[src/rtl/whack_pkg.sv]
// whack_pkg: shared FSM state type, seven-segment table and LFSR taps
// for the whack-a-mole engine.
package whack_pkg;

    typedef enum logic [2:0] {IDLE, SPAWN, UP, GAP, DONE} state_t;

    // x^8 + x^6 + x^5 + x^4 + 1 on a left-shifting register
    localparam logic [7:0] LFSR_TAPS = 8'hB8;

    localparam logic [6:0] SCORE_MAX = 7'd99;

    // active-low segments {dp,g,f,e,d,c,b,a}, dp held off
    localparam logic [7:0] SEG7_TABLE [10] = '{
        8'hC0, 8'hF9, 8'hA4, 8'hB0, 8'h99,
        8'h92, 8'h82, 8'hF8, 8'h80, 8'h90
    };

endpackage

[src/rtl/whack_mole_engine_if.sv]
// whack_mole_engine_if: player-facing controls and displays of the engine.
interface whack_mole_engine_if #(parameter int N_MOLES = 9);

    logic               start;
    logic [N_MOLES-1:0] SW;
    logic [N_MOLES-1:0] LEDR;
    logic [7:0]         HEX0;
    logic [7:0]         HEX1;
    logic [6:0]         score;
    logic               busy;
    logic               done;

    modport master (output start, SW, input LEDR, HEX0, HEX1, score, busy, done);
    modport slave  (input start, SW, output LEDR, HEX0, HEX1, score, busy, done);

endinterface

[src/rtl/seg7_decode.sv]
// seg7_decode: 4-bit decimal digit to active-low seven-segment pattern;
// non-decimal codes blank the display.
module seg7_decode
    import whack_pkg::*;
(
    input  logic [3:0] digit,
    output logic [7:0] seg
);

    assign seg = (digit < 4'd10) ? SEG7_TABLE[digit] : 8'hFF;

endmodule

[src/rtl/whack_mole_engine.sv]
// whack_mole_engine: one mole at a time picked by an LFSR, hits on the lit
// button score (saturating at 99), decimal score shown on two digits.
module whack_mole_engine
    import whack_pkg::*;
#(
    parameter int         N_MOLES    = 9,
    parameter int         MOLE_TICKS = 100000000,
    parameter int         GAP_TICKS  = 25000000,
    parameter int         ROUND_LEN  = 20,
    parameter logic [7:0] LFSR_SEED  = 8'h01
)(
    input logic              cin,
    input logic              KEY0,
    whack_mole_engine_if.slave bus
);

    localparam int TW = $clog2(MOLE_TICKS > GAP_TICKS ? MOLE_TICKS : GAP_TICKS);
    localparam int IW = $clog2(N_MOLES);

    state_t             state, state_nx;
    logic [1:0]         rst_q;
    logic [N_MOLES-1:0] s1, s2, s3, hit_pulse;
    logic [7:0]         lfsr;
    logic [TW-1:0]      timer, timer_nx;
    logic [IW-1:0]      idx, idx_nx, cand;
    logic [6:0]         score, score_nx;
    logic [7:0]         count, count_nx;
    logic [3:0]         ones, tens;
    logic               hit;

    always_ff @(posedge cin or negedge KEY0) begin
        if (!KEY0) begin
            rst_q     <= '0;
            s1        <= '0;
            s2        <= '0;
            s3        <= '0;
            hit_pulse <= '0;
            lfsr      <= LFSR_SEED;
            state     <= IDLE;
            timer     <= '0;
            idx       <= IW'(N_MOLES - 1);
            score     <= '0;
            count     <= '0;
        end else begin
            rst_q     <= {rst_q[0], 1'b1};
            s1        <= bus.SW;
            s2        <= s1;
            s3        <= s2;
            hit_pulse <= s2 & ~s3;
            lfsr      <= {lfsr[6:0], ^(lfsr & LFSR_TAPS)};
            state     <= state_nx;
            timer     <= timer_nx;
            idx       <= idx_nx;
            score     <= score_nx;
            count     <= count_nx;
        end
    end

    assign cand = IW'(lfsr % 8'(N_MOLES));
    assign hit  = hit_pulse[idx];

    // rst_q[1] keeps the round from starting until KEY0 release has been synchronised
    always_comb begin
        state_nx = state;
        timer_nx = timer;
        idx_nx   = idx;
        score_nx = score;
        count_nx = count;
        case (state)
            IDLE, DONE: if (bus.start && rst_q[1]) begin
                score_nx = '0;
                count_nx = '0;
                state_nx = SPAWN;
            end
            SPAWN: begin
                idx_nx   = (cand != idx) ? cand :
                           (cand == IW'(N_MOLES - 1)) ? '0 : cand + IW'(1);
                timer_nx = TW'(MOLE_TICKS - 1);
                state_nx = UP;
            end
            UP: if (hit || timer == '0) begin
                score_nx = (hit && score != SCORE_MAX) ? score + 7'd1 : score;
                count_nx = count + 8'd1;
                timer_nx = TW'(GAP_TICKS - 1);
                state_nx = GAP;
            end else begin
                timer_nx = timer - TW'(1);
            end
            GAP: if (timer == '0) begin
                state_nx = (count == 8'(ROUND_LEN)) ? DONE : SPAWN;
            end else begin
                timer_nx = timer - TW'(1);
            end
            default: state_nx = IDLE;
        endcase
    end

    assign bus.LEDR  = (state == UP) ? N_MOLES'(1) << idx : '0;
    assign bus.score = score;
    assign bus.busy  = state inside {SPAWN, UP, GAP};
    assign bus.done  = state == DONE;

    assign ones = 4'(score % 7'd10);
    assign tens = 4'(score / 7'd10);

    seg7_decode u_ones (.digit(ones), .seg(bus.HEX0));
    seg7_decode u_tens (.digit(tens), .seg(bus.HEX1));

endmodule

[src/flat_wrapper.sv]
// flat-port wrapper written by rule: the top's interface ports become plain ports
module whack_mole_engine_flat import whack_pkg::*;
#(
    parameter int         N_MOLES    = 9,
    parameter int         MOLE_TICKS = 100000000,
    parameter int         GAP_TICKS  = 25000000,
    parameter int         ROUND_LEN  = 20,
    parameter logic [7:0] LFSR_SEED  = 8'h01
)
  (cin, KEY0, bus_start, bus_SW, bus_LEDR, bus_HEX0, bus_HEX1, bus_score, bus_busy, bus_done);
  whack_mole_engine_if #(.N_MOLES(N_MOLES)) bus_i ();
  input logic cin;
  input logic KEY0;
  input wire logic [$bits(bus_i.start)-1:0] bus_start;
  input wire logic [$bits(bus_i.SW)-1:0] bus_SW;
  output wire logic [$bits(bus_i.LEDR)-1:0] bus_LEDR;
  output wire logic [$bits(bus_i.HEX0)-1:0] bus_HEX0;
  output wire logic [$bits(bus_i.HEX1)-1:0] bus_HEX1;
  output wire logic [$bits(bus_i.score)-1:0] bus_score;
  output wire logic [$bits(bus_i.busy)-1:0] bus_busy;
  output wire logic [$bits(bus_i.done)-1:0] bus_done;
  assign bus_i.start = bus_start;
  assign bus_i.SW = bus_SW;
  assign bus_LEDR = bus_i.LEDR;
  assign bus_HEX0 = bus_i.HEX0;
  assign bus_HEX1 = bus_i.HEX1;
  assign bus_score = bus_i.score;
  assign bus_busy = bus_i.busy;
  assign bus_done = bus_i.done;
  whack_mole_engine #(.N_MOLES(N_MOLES), .MOLE_TICKS(MOLE_TICKS), .GAP_TICKS(GAP_TICKS), .ROUND_LEN(ROUND_LEN), .LFSR_SEED(LFSR_SEED)) u_core (.cin(cin), .KEY0(KEY0), .bus(bus_i));
endmodule
[config.mk]
export PLATFORM = sky130hd
export DESIGN_NAME = whack_mole_engine_flat
export DESIGN_NICKNAME = d
export VERILOG_FILES = /design/src/rtl/whack_pkg.sv /design/src/rtl/whack_mole_engine_if.sv /design/src/rtl/seg7_decode.sv /design/src/rtl/whack_mole_engine.sv /design/src/flat_wrapper.sv
export SDC_FILE = /design/constraint.sdc
export NUM_CORES = 1
export LEC_CHECK = 0
export CAP_MARGIN = 15
export CORE_MARGIN = 4
export CORE_UTILIZATION = 40
export CTS_CLUSTER_DIAMETER = 60
export DETAILED_ROUTE_END_ITERATION = 10
export PLACE_DENSITY = 0.59
export SETUP_SLACK_MARGIN = 0.3
export SYNTH_ARGS = -nofsm -noshare
export SYNTH_HDL_FRONTEND = slang
export SYNTH_HIERARCHICAL = 1
export SYNTH_SLANG_ARGS = --single-unit
[constraint.sdc]
create_clock -name cin -period 6.1 [get_ports cin]
set_input_delay 0.61 -clock cin [delete_from_list [all_inputs] [get_ports cin]]
set_output_delay 0.61 -clock cin [all_outputs]
set_load 0.05 [all_outputs]
==> flow_metrics.tcl <==
set metrics [dict create \
    outcome "completed" \
    hold_slack_ns 0.1920 \
    htree_num_levels 3 \
    clock_insertion_delay_worst_skew_ns 0.34 \
    rr_worst_depth 21 \
    timing_worst_slew_pin_value_ns 0.8337 \
    cts_tree "yes" \
    p_total_mw 2.836 \
    maxSlewViolCount 0 \
    regToRegSetupSlack_ns 0.80 \
    initial_utilization 0.4074 \
    die_y_um 129.4 \
    finalSetupViolCount 0 \
    drive_gt1_frac 0.07567 \
    synthesis.area_per_instance_um2 9.161 \
    synth_fp_nets 678 \
    vdd.ir_drop.worst_v 0.0005725 \
    drt_pass1_iterations 5 \
    grt_pass1_wl_um 22160 \
    die_x_um 129.4 \
    power_frac_comb 0.494 \
    worst_slew_margin_rel 0.4442 \
    yosysWarnings 6 \
    route.antenna.remaining_nets 0 \
    final_cell_count_no_fill 858 \
    achievable-frequency_mhz 188.5 \
    finClkSkew_ns 0.007251 \
    yosysUniqueCellTypes 89 \
    post_cts_hold_buffer_count 0 \
    post_synthesis_instance_total 644 \
    commonest_non_fill_non_tap_cells_in_the_layout "93 x sky130_fd_sc_hd__dfrtp_1, 55 x sky130_fd_sc_hd__nor2_1, 51 x sky130_fd_sc_hd__nand2_1, 45 x sky130_fd_sc_hd__o21ai_0, 42 x sky130_fd_sc_hd__clkdlybuf4s50_1" \
    critPathRequiredTime_ns 6.37 \
    worstReg2RegEnd "u_core/idx[3]" \
    power_frac_seq 0.301 \
    cts-root-buf "sky130_fd_sc_hd__clkbuf_16" \
    clock_tree.buffer_depth 2 \
    core_region_area_mm2 0.01448 \
    commonest_non_fill_non_tap_cell_in_the_layout "sky130_fd_sc_hd__dfrtp_1" \
    antennaDiodeCount 0 \
    synth_top_flop_cell "sky130_fd_sc_hd__dfrtp_1" \
    grt_start_max_net_pins 68 \
    clock_power_share 0.205 \
    viasPerCell 5.606 \
    totalWireLength_um 13170 \
    first_global_vias 4473 \
    fin_nets 705 \
    synth-edff-count 0 \
    crit_path_end_kind "register" \
    timing.final.crit_period_ns 5.305 \
    post_synthesis_sequential_area_ratio 0.4034 \
    rsz0062_at_grt "false" \
    drt_iter0_markers 326 \
    placement_rows 44 \
    overflow 0 \
    clkSinkCount 95 \
    register_clock_pin_slew_on_the_reported_worst_setup_and_hold_paths_ns 0.06 \
    worstSetupPathType "reg2reg" \
    timing.critical_path.from_type "register" \
    wp_data_arrival_ns 5.57 \
    tritoncts.num_buffers 9 \
    async_reset_ff_frac 1.000 \
    drt_drc_violations_left 0 \
    routed_wire_length_per_instance_um 15.35 \
    finalHoldViolations 0 \
    finalWeightedCongestion 0.8592 \
    power_leakage_nw 2.694 \
    port_buffers 43 \
    period_share 0.8697 \
    routed-via-count 4810 \
    dpl.cell_count 844 \
    syn-cell-area_mm2 0.005899 \
    worst_r2r_startpoint "u_core/lfsr[4]" \
    fin_setup_tns_ns 0 \
    layout-area-overhead-vs-synth_pct 13.17 \
    p_int_mw 1.564 \
    maxCapViolations 0 \
    floorplan.die_area_mm2 0.01676 \
    antenna_violations_before_repair 0 \
    power.switching_mw 1.271 \
    power_per_cell_area_mw_per_mm2 424.8 \
    dpl.hpwl_um 9268 \
    global_route.usage.total 0.1617 \
    worst_hold_path_type "in2async" \
    boundaryPins 46 \
    worstPathMaxFanout 21 \
    sw_frac_of_total 0.4484 \
    ys_seq_elements 95 \
]
==> per-layer routing <==
metal,GRT usage,wire [µm],up-vias
met1,0.2389,6426,2314
met2,0.2399,5998,112
met3,0.02308,499,17
li1,-,-,2367
met5,0,0,-
met4,0.06235,243,0
==> power groups by stage <==
stage / sequential (mW) / clock, mW / combinational, mW
after CTS: 0.852 / 0.598 / 1.40
after floorplan: 0.839 / 0 / 1.02
after global placement: 0.858 / 0 / 1.37
final: 0.853 / 0.581 / 1.40
after detailed placement: 0.862 / 0 / 1.40
after global routing: 0.871 / 0.624 / 1.51
==> worst max-delay path, cell delays in order (launching register included) <==
cell	delay (ns)
sky130_fd_sc_hd__dfrtp_1	0.72
sky130_fd_sc_hd__ha_1	0.51
sky130_fd_sc_hd__nor3b_2	0.09
sky130_fd_sc_hd__o31a_1	0.29
sky130_fd_sc_hd__a211oi_1	0.17
sky130_fd_sc_hd__buf_4	0.18
sky130_fd_sc_hd__nand2_1	0.06
sky130_fd_sc_hd__nand3_1	0.07
sky130_fd_sc_hd__nand2_1	0.10
sky130_fd_sc_hd__ha_1	0.23
sky130_fd_sc_hd__a2111o_1	0.36
sky130_fd_sc_hd__a31oi_4	0.28
sky130_fd_sc_hd__xnor2_1	0.24
sky130_fd_sc_hd__inv_1	0.11
sky130_fd_sc_hd__ha_1	0.25
sky130_fd_sc_hd__o32ai_2	0.36
sky130_fd_sc_hd__and2_1	0.30
sky130_fd_sc_hd__xnor2_1	0.16
sky130_fd_sc_hd__nor3_1	0.26
sky130_fd_sc_hd__o21bai_1	0.14
sky130_fd_sc_hd__a21boi_0	0.09
sky130_fd_sc_hd__o31a_1	0.25
==> worst max-delay path by stage <==
| stage | slack [ns] | from | cells past startpoint | to |
|---|---|---|---|---|
| global route | 0.42 | u_core/lfsr[4] | 21 | u_core/idx[3] |
| CTS | 0.44 | u_core/bus.score[5] | 14 | bus_HEX0[3] |
| floorplan | 1.13 | u_core/bus.score[5] | 11 | bus_HEX0[1] |
| global placement | 0.89 | u_core/lfsr[4] | 21 | u_core/idx[3] |
| detailed placement | 0.82 | u_core/bus.score[5] | 14 | bus_HEX0[3] |
| finish | 0.80 | u_core/lfsr[4] | 21 | u_core/idx[3] |
==> per-stage QoR <==
step / util / cell area (µm²) / worst slack, ns
floorplan: - / 5899 / 1.129
global placement: 0.4403 / 6375 / 0.8897
detailed placement: 0.4403 / 6375 / 0.8163
CTS: 0.4611 / 6676 / 0.4379
global route: 0.4611 / 6676 / 0.4217
finish: 0.4611 / 6676 / 0.7951
==> cells in the mapped netlist, types with 3 or more instances <==
library cell                number  area (µm²)
sky130_fd_sc_hd__nand3_1        16       80.08
sky130_fd_sc_hd__dfrtp_1        93        2327
sky130_fd_sc_hd__clkbuf_1       14       52.55
sky130_fd_sc_hd__o31a_1          3       26.28
sky130_fd_sc_hd__and3_1         10       62.56
sky130_fd_sc_hd__a21oi_2         4       35.03
sky130_fd_sc_hd__a31oi_1        12       75.07
sky130_fd_sc_hd__o211ai_1        6       45.04
sky130_fd_sc_hd__o21ai_1         4       20.02
sky130_fd_sc_hd__a21o_1          3       22.52
sky130_fd_sc_hd__or2_1           4       25.02
sky130_fd_sc_hd__a211oi_1        7       52.55
sky130_fd_sc_hd__nor2b_1        13       81.33
sky130_fd_sc_hd__mux2i_1         4       40.04
sky130_fd_sc_hd__nor4_1          7       43.79
sky130_fd_sc_hd__o31ai_1         9       67.56
sky130_fd_sc_hd__nor3_1         23       115.1
sky130_fd_sc_hd__xor2_1         11       96.34
sky130_fd_sc_hd__buf_6           6       67.56
sky130_fd_sc_hd__nand4_1         9       56.30
sky130_fd_sc_hd__nor2_1         55       206.5
sky130_fd_sc_hd__a21boi_0        3       22.52
sky130_fd_sc_hd__o2111ai_1       3       26.28
sky130_fd_sc_hd__nand2b_1       16       100.1
sky130_fd_sc_hd__conb_1          3       11.26
sky130_fd_sc_hd__inv_1          30       112.6
sky130_fd_sc_hd__nand2_1        51       191.4
sky130_fd_sc_hd__buf_4           7       52.55
sky130_fd_sc_hd__o21ai_0        47       235.2
sky130_fd_sc_hd__and2_1          4       25.02
sky130_fd_sc_hd__a22o_1          7       61.31
sky130_fd_sc_hd__xnor2_1        22       192.7
sky130_fd_sc_hd__ha_1           22       275.3
sky130_fd_sc_hd__o21a_1          3       22.52
sky130_fd_sc_hd__or3_1           8       50.05
sky130_fd_sc_hd__a21oi_1        32       160.2
==> registers in the layout (all words and copies together), names as in the netlist <==
| signal | flops |
|---|---|
| u_core/bus.score | 7 |
| u_core/count | 8 |
| u_core/s2 | 9 |
| u_core/hit_pulse | 9 |
| u_core/rst_q | 2 |
| u_core/state | 3 |
| u_core/idx | 4 |
| u_core/s1 | 9 |
| u_core/lfsr | 8 |
| u_core/timer | 27 |
| u_core/s3 | 9 |
==> cell type report <==
type / count / area (µm²)
flip-flops and latches: 95 / 2380
repair buffers: 46 / 450.4
clock inverters: 4 / 72.57
inverters: 34 / 127.6
well taps: 184 / 230.2
fillers: 1344 / 7802
clock buffers: 10 / 229.0
multi-input cells: 485 / 3187
==> cell families after synthesis <==
group	count (synthesis)	synth area share
DFF	95	0.4034
AOI/OAI and AO/OA	180	0.2125
other	3	0.001909
and+or+nand+nor	240	0.2140
muxes	6	0.01442
buffers and inverters	64	0.05642
xor gates and xnor gates	33	0.04899
adders and majority gates	23	0.04836
==> what timing repair did <==
item | 4_1_cts | 5_1_grt
endpoints found under the setup margin | 0 | 6
resized for setup | 0 | 2
setup buffers | 0 | 0
(Power assumes the default switching activity.)
